==> config.mk <==
export PLATFORM = sky130hd
export DESIGN_NAME = apb_bridge_fsm
export DESIGN_NICKNAME = d
export VERILOG_FILES = /design/src/rtl/bridge_pkg.sv /design/src/rtl/apb_bridge_fsm.sv
export SDC_FILE = /design/constraint.sdc
export NUM_CORES = 1
export LEC_CHECK = 0
export ABC_AREA = 1
export CAP_MARGIN = 10
export CELL_PAD_IN_SITES_DETAIL_PLACEMENT = 1
export CELL_PAD_IN_SITES_GLOBAL_PLACEMENT = 2
export CORE_ASPECT_RATIO = 1.1
export CORE_UTILIZATION = 26
export CTS_CLUSTER_SIZE = 10
export DETAILED_ROUTE_END_ITERATION = 10
export GPL_ROUTABILITY_DRIVEN = 0
export HOLD_SLACK_MARGIN = 0.06
export PLACE_DENSITY = 0.87
export SETUP_SLACK_MARGIN = 0.02
export SYNTH_ARGS = -nofsm -noshare
export SYNTH_HDL_FRONTEND = slang
export SYNTH_SLANG_ARGS = --single-unit
==> constraint.sdc <==
create_clock -name clk -period 1.87 [get_ports clk]
set_clock_uncertainty 0.15 [all_clocks]
set_input_delay 0.374 -clock clk [delete_from_list [all_inputs] [get_ports clk]]
set_output_delay 0.374 -clock clk [all_outputs]
set_load 0.01 [all_outputs]
==> src/rtl/bridge_pkg.sv <==
//------------------------------------------------------------------------------
// Module   : bridge_pkg
// Brief    : Shared types and constants for the AHB-to-APB bridge controller.
// Revision : 1.0 - initial release
//------------------------------------------------------------------------------
`default_nettype none

package bridge_pkg;

   localparam int c_ADDR_W = 32;
   localparam int c_DATA_W = 32;
   localparam int c_NSLV   = 3;

   // APB slave address map: slave n occupies [c_SLVn_BASE, next base)
   localparam logic [31:0] c_SLV0_BASE = 32'h8000_0000;
   localparam logic [31:0] c_SLV1_BASE = 32'h8400_0000;
   localparam logic [31:0] c_SLV2_BASE = 32'h8800_0000;
   localparam logic [31:0] c_MAP_LIMIT = 32'h8C00_0000;

   typedef enum logic [2:0] {
      IDLE     = 3'd0,
      WWAIT    = 3'd1,
      W_SETUP  = 3'd2,
      W_ENABLE = 3'd3,
      R_SETUP  = 3'd4,
      R_ENABLE = 3'd5
   } bridge_state_e;

endpackage

`default_nettype wire

==> src/rtl/apb_bridge_fsm.sv <==
//------------------------------------------------------------------------------
// Module   : apb_bridge_fsm
// Brief    : AHB-to-APB sequencing controller; optional APB wait states via
//            the BRIDGE_PREADY_EN macro.
// Revision : 1.0 - initial release
//------------------------------------------------------------------------------
`default_nettype none

module apb_bridge_fsm
   import bridge_pkg::*;
#(
   parameter int ADDR_W = c_ADDR_W,
   parameter int DATA_W = c_DATA_W,
   parameter int NSLV   = c_NSLV
) (
   input  logic              clk,
   input  logic              rst_n,
   input  logic              valid,
   input  logic [ADDR_W-1:0] haddr,
   input  logic              hwrite,
   input  logic [DATA_W-1:0] hwdata,
   input  logic [NSLV-1:0]   tempsel,
   input  logic [DATA_W-1:0] prdata,
   input  logic              pready,
   output logic              hreadyout,
   output logic [DATA_W-1:0] hrdata,
   output logic [NSLV-1:0]   pselx,
   output logic              penable,
   output logic              pwrite,
   output logic [ADDR_W-1:0] paddr,
   output logic [DATA_W-1:0] pwdata
);

   bridge_state_e     r_state;
   bridge_state_e     w_next_state;
   logic [ADDR_W-1:0] r_addr_q;
   logic [NSLV-1:0]   r_sel_q;
   logic              r_hreadyout;
   logic [DATA_W-1:0] r_hrdata;
   logic [NSLV-1:0]   r_pselx;
   logic              r_penable;
   logic              r_pwrite;
   logic [ADDR_W-1:0] r_paddr;
   logic [DATA_W-1:0] r_pwdata;
   logic              w_done;

`ifdef BRIDGE_PREADY_EN
   assign w_done = pready;
`else
   logic w_unused_pready;
   assign w_unused_pready = pready;
   assign w_done          = 1'b1;
`endif

   always_comb begin
      w_next_state = r_state;
      case (r_state)
         IDLE: begin
            if (valid) begin
               w_next_state = hwrite ? WWAIT : R_SETUP;
            end
         end
         WWAIT:    w_next_state = W_SETUP;
         W_SETUP:  w_next_state = W_ENABLE;
         W_ENABLE: w_next_state = w_done ? IDLE : W_ENABLE;
         R_SETUP:  w_next_state = R_ENABLE;
         R_ENABLE: w_next_state = w_done ? IDLE : R_ENABLE;
         default:  w_next_state = IDLE;
      endcase
   end

   always_ff @(posedge clk or negedge rst_n) begin
      if (!rst_n) begin
         r_state     <= IDLE;
         r_addr_q    <= '0;
         r_sel_q     <= '0;
         r_hreadyout <= 1'b1;
         r_hrdata    <= '0;
         r_pselx     <= '0;
         r_penable   <= 1'b0;
         r_pwrite    <= 1'b0;
         r_paddr     <= '0;
         r_pwdata    <= '0;
      end else begin
         r_state <= w_next_state;
         case (r_state)
            IDLE: begin
               if (valid) begin
                  r_hreadyout <= 1'b0;
                  // Writes wait one cycle for hwdata in the AHB data phase
                  if (hwrite) begin
                     r_addr_q <= haddr;
                     r_sel_q  <= tempsel;
                  end else begin
                     r_paddr  <= haddr;
                     r_pselx  <= tempsel;
                     r_pwrite <= 1'b0;
                  end
               end
            end
            WWAIT: begin
               r_paddr  <= r_addr_q;
               r_pselx  <= r_sel_q;
               r_pwrite <= 1'b1;
               r_pwdata <= hwdata;
            end
            W_SETUP, R_SETUP: begin
               r_penable <= 1'b1;
            end
            W_ENABLE, R_ENABLE: begin
               if (w_done) begin
                  r_pselx     <= '0;
                  r_penable   <= 1'b0;
                  r_hreadyout <= 1'b1;
                  if (r_state == R_ENABLE) begin
                     r_hrdata <= prdata;
                  end
               end
            end
            default: ;
         endcase
      end
   end

   assign hreadyout = r_hreadyout;
   assign hrdata    = r_hrdata;
   assign pselx     = r_pselx;
   assign penable   = r_penable;
   assign pwrite    = r_pwrite;
   assign paddr     = r_paddr;
   assign pwdata    = r_pwdata;

endmodule

`default_nettype wire

==> impl_results.md <==
* Final min period at 1.80 ns
* Largest family of logic cells by synthesized area: simple AND/OR/NAND/NOR gates
* Max-slew violations at 0
* Die H at 158 µm
* Slowest stage cell on the critical path: clkdlybuf4s50_1
* Footprint of the multi-input gates at roughly 1800 µm²
* First-pass iteration count of the detailed router at 4
* Synth Register Bits at 140
* Mux contribution to synthesized area at 0.0628
* VDD IR-drop max at 562 µV
* Crit path kind: reg -> out
* Number of I/O port buffers at around 200
* Area fraction in compound gates after synthesis at 0.0916
* HP Class: in -> async
* CP Cell Sequence: clkdlybuf4s50_1
* Initial antenna violation count at 0
* Mapped cell area at 5740 µm²
* WL met3 at 1.78 mm
* Later-pin clock latency in the skew report at 0.41 ns
* Worst-path maximum fanout at 2
* Grt ovf at 0
* Dpl hpwl at 10.9 mm
* Power share of the clock group at 0.236
* Reg power frac at 0.351
* Wirelength, routed at 15.7 mm
* Row count at 56
* Fin crit share at 0.964
* Arrival time at the worst endpoint at around 1.3 ns
* Max incr delay on CP at 0.54 ns
* Commonest non-fill, non-tap cell in the layout: nand2_1
* Max_cap viols at 0
* Initial core utilization at 0.267
* Critical Path RT at between 1 and 1.5 ns
* WL met1 at roughly 6.4 mm
* Fill count at approximately 2500
* Post-Syn Instances at 616
* ANT nets after route at 0
* Critical path startpoint category: register
* Total GRT Usage at 0.143
* Switching share of power at 0.357
* FF/Latch Area at around 3500 µm²
* Simple-Gate Fraction of Synth Area at 0.157
* Met2 wire length at 7.28 mm
* Register-to-register setup slack at approximately 0.24 ns
* DR DRC count at 0
* Pin count of the biggest net entering global routing at 87
* Final number of hold-violating endpoints at 0
* Synth cell types at 18
* Iteration-0 DRC Markers at approximately 130
* Psw at 5300 µW
* Vias per std cell at 4.24
* Adder-Cell Fraction of Synth Area at 0
* First-pass GRT wire length at around 25 mm
* DR top layer: met4
* ANT cells at 0
* Clock root buffer: clkbuf_16
* Outcome: finished, final reports clean
* Endpoints failing setup at 0
* Most frequent cells in the layout: 185 x nand2_1, 139 x dfrtp_1, 103 x clkdlybuf4s50_1, 73 x inv_1, 68 x dlygate4sd2_1
* Rel. slew slack at 0.744
* Setup TNS at 0 ns
* Combinational share of power at 0.413
* Area Overhead vs Synth at 54.5%
* P per Cell Area at 1670 nW/µm²
* XOR/XNOR Fraction of Synth Area at 0
* P_int at 9550 µW
* Number of global-route vias before repair at between 4000 and 5000
* WP buf/inv at 1
* CP delay by family, top: buffers and inverters
* Final nets at between 900 and 1000
* Vias post-DR at ~4800
* Max Clk Rate at between 500 and 600 MHz
* Clk slew on worst S/H paths at 0.06 ns
* CTS tree: yes
* Post-CTS setup buffer count at 0
* Leak Pwr at 0.00472 µW
* Synthesized area per cell at 9.32 µm²
* Core Footprint at around 22000 µm²
* Share of cells above drive strength 1 at 0.104
* Drt wl/cell at 13.9 µm
* Slew @ Worst Pin at approximately 0.38 ns
* H-tree levels at 4
* CP endpoint kind: primary output
* Top Ports at between 200 and 250
* Synth Warn # at 0
* Clk sinks at 140
* DIE WIDTH at 144 µm
* CTS max path bufs at 2
* Unrepaired setup endpoints after global routing: false
* Post-synthesis sequential area ratio at 0.611
* Utilization after layout at 0.412
* Total CTS buffers at 17
* Net Count, Synth at 720
* DIE AREA at 22700 µm²
[what timing repair did]
item,4_1_cts,5_1_grt
resized for setup,68,32
hold endpoints to repair,139,0
hold buffers,1,0
setup endpoints to repair,68,32
[registers in the layout, indices dropped and copies added, names as in the netlist]
name and cells:
r_sel_q 3, r_addr_q 32, hreadyout 1, pselx 3, penable 1, pwdata 32
pwrite 1, hrdata 32, paddr 32, r_state 3
[power by group through the flow]
| stage | Clock, µW | Combinational (µW) | Sequential (µW) |
|---|---|---|---|
| 6_report | 3510 | 6130 | 5210 |
| 2_1_floorplan | 0 | 2770 | 5740 |
| 3_5_place_dp | 0 | 6890 | 5310 |
| 3_3_place_gp | 0 | 6720 | 5230 |
| 5_1_grt | 3780 | 6920 | 5400 |
| 4_1_cts | 3660 | 6400 | 5250 |
[path summary, 6_finish.rpt]
kind | from | endpoint | cells past startpoint
min in group clk | pwrite | pwrite | 2
worst max register to register | r_state[0] | paddr[10] | 7
worst min register to register | pwrite | pwrite | 2
worst min-delay path | rst_n | r_addr_q[18] | 2
worst max-delay path | hrdata[29] | hrdata[29] | 1
max in group asynchronous | rst_n | pwdata[19] | 3
[stage by stage]
step | worst slack [ns] | total power, µW | hold slack, ns | std cells | cell area (µm²)
2_1_floorplan | 0.437 | 8510 | -0.0716 | 616 | 5740
3_3_place_gp | 0.00566 | 12000 | 0.0430 | 1097 | 8260
3_5_place_dp | -0.0259 | 12200 | 0.0430 | 1097 | 8260
4_1_cts | 0.0200 | 15300 | 0.174 | 1130 | 8790
5_1_grt | 0.0210 | 16100 | 0.192 | 1130 | 8870
6_report | 0.0667 | 14800 | 0.201 | 1130 | 8870
[cell type report]
type                       instances  share of cell area
sequential                       140               0.395
timing repair buffer             222               0.259
multi-input combinational        370               0.204
clock buffer                      19              0.0499
tap                              290              0.0409
inverter                          76              0.0322
clock inverter                    13              0.0188
[layer usage]
layer,up-vias,track usage
met5,-,0
met4,0,0.0486
met3,17,0.0650
met2,178,0.239
met1,2258,0.160
li1,2333,-
[cell usage after synthesis (all sizes together)]
library cell  count  area [µm²]
nand3             7        50.1
dfrtp           139        3480
nor2             41         156
o21ai            69         345
nand2           185         694
inv              76         285
a21oi            36         180
dfstp             1        26.3
clkbuf            8        30.0
buf              22         133
mux2             32         360
[kinds of logic after synthesis]
group	count (synthesis)
AO/OA/AOI/OAI	105
buffers and inverters	106
flip-flops	140
multiplexers	32
AND/OR/NAND/NOR	233
Power figures use the tool's default switching activity.
==> RTL change 1, RTL diff (config.mk and constraints unchanged) <==
Build with the macro `BRIDGE_PREADY_EN` defined.
--- a/src/rtl/apb_bridge_fsm.sv
+++ b/src/rtl/apb_bridge_fsm.sv
@@ -6,4 +6,6 @@
 //------------------------------------------------------------------------------
 `default_nettype none
+
+`define BRIDGE_PREADY_EN
 
 module apb_bridge_fsm
Function: changed (Yosys sat finds a counterexample within 4 cycles, from zero or initial values and one cycle with rst_n low).
==> RTL change 1 against the original RTL <==
Core utilization down 0.62 points. Clock power down 3%. Worst setup slack worse by 0.63 ps. Final area up 1.9%. Hold slack better by 60 ps. Die area up 3.2%. Total power down 1.1%. Synthesized area up 3.2%. Routed wire length up 7.0%. Cell count up 1.7%. Sequential cell count unchanged.
==> RTL change 1: results (changes against the original RTL) <==
** Global route
- The total global routing track utilization is 0.152 (+0.00904).
- The number of global-route vias before repair was 5,505 (+14%).
- Wire length of the first global-routing pass :: 28,300 um (+14%)
- Met1 Usage GRT :: 0.178 (+0.0178)
- The global-route track usage on met3 is 0.0591 (-0.00594).
- The routing usage on met2 is 0.254 (+0.0150).

** Yosys
- Commonest cells in the synthesized netlist :: 160 x sky130_fd_sc_hd__nand2_1, 139 x sky130_fd_sc_hd__dfrtp_1, 72 x sky130_fd_sc_hd__inv_1, 62 x sky130_fd_sc_hd__o21ai_0, 39 x sky130_fd_sc_hd__nand3_1
- The number of distinct standard cells referenced by the synthesized netlist is 25 (+7).
- Top cells by area, synth :: sky130_fd_sc_hd__dfrtp_1 59%, sky130_fd_sc_hd__nand2_1 10%, sky130_fd_sc_hd__mux2_2 6.1%
- The compound-cell area share of the yosys netlist came to 0.0988 (+0.00725).
- Multiplexer fraction of the synthesized cell area :: 0.0608 (-0.00198)
- Most used flip-flop cell after synthesis :: sky130_fd_sc_hd__dfrtp_1
- The post-synthesis instance total came to 628 (+1.9%).
- The number of nets in the synthesized netlist is 732 (+1.7%).

** Drt
- The met3 wirelength from detailed routing was 1380 um (-22%).
- The via density per instance was 4.30 (+1.6%).
- Routed length on met2 :: 8010 um (+10%)
- Metal-1 WL :: 7160 um (+12%)
- Drt first-iter violations :: 141 (+6.8%)
- The overall via count from detail_route was 4,942 (+3.3%).

** Power and ir drop
- Maximum resistive drop on vdd :: 0.713 mV (+27%)
- The part of the total power dissipated in sequential elements was 0.356 (+0.005).
- Switching power of the nets :: 5.22 mW (-1.5%)
- P_clk :: 3.42 mW (-3%)
- Leakage :: 4.75 nW (+0.72%)
- The power per cell area is 1630 nW/um^2 (-2.9%).

** Cells and area
- Fin nets :: 946 (+1.6%)
- The fraction of final layout cells with drive strength greater than 1 is 0.137 (+0.0334).
- Number of clock buffers in the layout :: 19 (unchanged)
- Clock tree cell share of total cell area :: 0.0652 (-0.00348)
- Non-Clock Inverter Count :: 74 (-2.6%)
- The count of fill cells added during filler insertion came to 2,537 (+2.1%).
- The combined flip-flop and latch cell area is 3500 sq um (unchanged).
- The multi-input combinational cell count was 380 (+2.7%).
- Area of combinational cells with multiple inputs :: 1980 sq um (+9.3%)
- The number of non-clock buffers in the layout is 229 (+3.2%).
- The share of final layout cell area taken by non-clock buffers came to 0.257 (-0.00270).

** Worst setup path
- The endpoint identified for the worst register-to-register timing path is paddr[15].
- Origin of the worst setup path :: paddr[22]
- In this run the critical register-to-register path is launched from r_state[2].
- Setup slack on the worst flop-to-flop path :: 210 ps (-30 ps)

** CTS
- The tree is rooted in a sky130_fd_sc_hd__clkbuf_16.
- The total clock buffers created by CTS is 17 (unchanged).

** Timing
- Actual transition at the worst max-transition pin :: 341 ps (-42.7 ps)

** Place
- Cell count after placement :: 1,117 (+1.8%)
- The standard cell area after detailed placement came to 8460 sq um (+2.4%).
- Count of buffers from port buffering :: 205 (+0.49%)
- Post-DP HPWL :: 11,700 um (+6.9%)

** Status
- Result of the run :: finished clean
## RTL change 1: changes by cell type after synthesis, sizes merged
cell / unedited run / this run
nor2: 41 / 39
clkbuf: 8 / 11
nand4: 0 / 1
inv: 76 / 74
nand2: 185 / 164
a21oi: 36 / 33
buf: 22 / 23
o21a: 0 / 1
nand3: 7 / 41
## RTL change 1: metrics by stage
stage          worst slack [ps]  hold WS (ps)  utilization  power [mW]
6_report                   66.1           261        0.406        14.7
5_1_grt                    20.6           274        0.406        15.9
2_1_floorplan               391         -71.6            -        8.54
3_3_place_gp               20.1           141        0.380        11.8
4_1_cts                    20.7           263        0.403        15.0
3_5_place_dp               9.64           145        0.380        12.1
## RTL change 1: what timing repair did
| action | 4_1_cts | 5_1_grt |
|---|---|---|
| hold buffers | 1 | 0 |
| cloned | 0 | 0 |
| resized for setup | 75 | 27 |
| setup endpoints to repair | 75 | 27 |
| endpoints found under the hold margin | 75 | 0 |
==> RTL change 2, RTL diff (same flow settings) <==
Without the edit above. Encoding of `bridge_state_e`: now one-hot (6 bits for 6 states).
--- a/src/rtl/bridge_pkg.sv
+++ b/src/rtl/bridge_pkg.sv
@@ -18,11 +18,11 @@
    localparam logic [31:0] c_MAP_LIMIT = 32'h8C00_0000;
 
-   typedef enum logic [2:0] {
-      IDLE     = 3'd0,
-      WWAIT    = 3'd1,
-      W_SETUP  = 3'd2,
-      W_ENABLE = 3'd3,
-      R_SETUP  = 3'd4,
-      R_ENABLE = 3'd5
+   typedef enum logic [5:0] {
+      IDLE     = 6'b000001,
+      WWAIT    = 6'b000010,
+      W_SETUP  = 6'b000100,
+      W_ENABLE = 6'b001000,
+      R_SETUP  = 6'b010000,
+      R_ENABLE = 6'b100000
    } bridge_state_e;
 
Function: same outputs for any inputs over 10 cycles, from zero or initial values and one cycle with rst_n low; not proved beyond that.
==> RTL change 2 against the original RTL <==
First-iteration DRC count rose by 17%. Final area rose by 5.0%. Routed wire length rose by 12%. Highest routed layer unchanged. Synthesized area rose by 6.1%. Total power rose by 0.22%. Hold slack improved by 48 ps. Worst setup slack got worse by 2.0 ps. Sequential cell count rose by 3.
==> RTL change 2: results (changes against the original RTL) <==
** Global route
- Met2 usage in global routing :: 0.259 (+0.0200)
- The number of antenna violations at the first check in global routing came to 0 (unchanged).
- Met3 track demand over resource :: 0.0403 (-0.0247)
- The global-route wire length before repair was 28,100 um (+13%).
- The total global routing track utilization was 0.150 (+0.00690).
- The number of global-route vias before repair came to 5,414 (+12%).
- Maximum number of pins on one net before global-route repair :: 53 (-39%)
- The met1 usage is 0.183 (+0.0224).

** Drt
- Drt first-iter violations :: 154 (+17%)
- Iteration count of the initial detailed-routing pass :: 4 (unchanged)
- Routed wire length :: 17,600 um (+12%)
- Total via count in the routed design :: 4,958 (+3.6%)

** CTS
- The total clock buffers created by CTS came to 17 (unchanged).
- The clock latency at the later pin of the worst-skew pair is 410 ps (about the same).
- The maximum level of the CTS H-tree came to 4 (unchanged).
- Master cell of the clock root buffer :: sky130_fd_sc_hd__clkbuf_16
- Clock transition at the registers of the reported paths :: 60 ps (about the same)
- Clock buffer depth :: 2 (unchanged)

** Run
- Reported max-cap violation count :: 0 (unchanged)

** Yosys
- The number of nets in the synthesized netlist is 734 (+1.9%).
- Synth warn :: 0 (unchanged)
- The sequential element share of the synthesized area is 0.588 (-0.0225).
- Number of different library cells in the post-synthesis netlist :: 26 (+8)
- Post-synthesis async set-or-reset flop share :: 1.00 (unchanged)
- Commonest cells in the synthesized netlist :: 252 x sky130_fd_sc_hd__nand2_1, 141 x sky130_fd_sc_hd__dfrtp_1, 65 x sky130_fd_sc_hd__o21ai_0, 41 x sky130_fd_sc_hd__inv_1, 34 x sky130_fd_sc_hd__o21ai_1
- Ranked by total cell area, the synthesized netlist is headed by sky130_fd_sc_hd__dfrtp_1 58%, sky130_fd_sc_hd__nand2_1 16%, sky130_fd_sc_hd__mux2_4 6.7%.

** Place
- Post-DP HPWL :: 11,800 um (+8.2%)
- Area after detailed placement :: 8600 sq um (+4.1%)
- The quantity of I/O buffers inserted on ports came to 204 (unchanged).

** Worst setup path
- Slowest library cell on the worst path :: sky130_fd_sc_hd__clkdlybuf4s50_1
- Critical path data arrival time :: 1280 ps (about the same)
- The maximum fanout along the worst path came to 2 (unchanged).
- Delay of the slowest cell on the worst path :: between 500 and 600 ps
- On the critical path the largest part of the delay comes from buffers and inverters.

** Cells and area
- The count of fill cells added during filler insertion was 2,631 (+5.9%).
- Antenna Cells :: 0 (unchanged)
- Fin nets :: 953 (+2.4%)
- Fraction of layout instances using a drive strength above 1 :: 0.128 (+0.0242)

** Min path
- The tightest min-delay check is of the input pin to async pin type.

** Status
- The flow ran to the end, and the final reports show no timing, DRC or antenna violations.

** Timing
- The slew at the pin closest to its max-slew limit came to 294 ps (-89.7 ps).

** Power and ir drop
- Maximum resistive drop on vdd :: 0.830 mV (+47%)
- Leakage :: 4.87 nW (+3.2%)
[RTL change 2: cell count changes in the layout (fill, tap and decap cells not counted), sizes merged, moves of 2 or more]
cell / before / now
nand2: 185 / 254
a21oi: 36 / 0
inv: 78 / 47
o21ai: 69 / 99
nor2: 41 / 13
buf: 18 / 26
nand4: 0 / 5
clkbuf: 19 / 22
nand3: 7 / 4
clkinv: 5 / 3
dfrtp: 139 / 141
dlygate4sd2: 68 / 70
[RTL change 2: final cells by class]
cell class | count | area [sq um] | area share
Multi-Input combinational cell | 410 | 2140 | 0.229
Clock buffer | 19 | 453 | 0.0486
Timing Repair Buffer | 233 | 2430 | 0.262
Sequential cell | 143 | 3580 | 0.385
Tap cell | 300 | 375 | 0.0403
Clock inverter | 12 | 158 | 0.0169
Inverter | 44 | 173 | 0.0185
[RTL change 2: final timing paths]
| kind | slack, ps | end | from | cells past startpoint |
|---|---|---|---|---|
| max | 60 | hrdata[4] | hrdata[4] | 1 |
| min | 250 | hrdata[23] | rst_n | 2 |
| max reg2reg | 100 | r_addr_q[9] | r_state[0] | 7 |
| min reg2reg | 320 | pwdata[26] | pwdata[26] | 2 |
| max in group asynchronous | 750 | r_state[0] | rst_n | 3 |
| min in group clk | 320 | pwdata[26] | pwdata[26] | 2 |
[RTL change 2: cell families after synthesis]
logic type	synth area share
and+or+nand+nor	0.188
DFF	0.588
AOI/OAI and AO/OA	0.0836
buffers and inverters	0.0639
muxes	0.0758
[RTL change 2: per-stage QoR]
stage / worst slack (ps) / instances
2_1_floorplan: 229 / 630
3_3_place_gp: -75.6 / 1126
3_5_place_dp: -137 / 1126
4_1_cts: 20.4 / 1158
5_1_grt: -1.65 / 1161
6_report: 64.7 / 1161
[RTL change 2: routing by layer]
metal,vias up,wire length [um],share of wire
li1,2441,-,-
met1,2387,7860,0.45
met2,116,8650,0.49
met3,14,888,0.050
met4,0,216,0.012
met5,-,0,0
[RTL change 2: timing repair]
| action | in CTS | in global routing |
|---|---|---|
| setup buffers | 0 | 0 |
| hold buffers | 1 | 0 |
| setup endpoints to repair | 70 | 92 |
| cloned | 0 | 3 |
| endpoints found under the hold margin | 141 | 0 |
| pin swaps | 0 | 1 |
| resized for setup | 70 | 56 |
[RTL change 2: report_power, final]
part / leakage (nW) / switching [mW] / total (mW) / internal [mW]
sequential: 1.74 / 0.747 / 5.36 / 4.61
clock: 0.292 / 1.37 / 3.54 / 2.17
combinational: 2.84 / 3.04 / 5.98 / 2.94
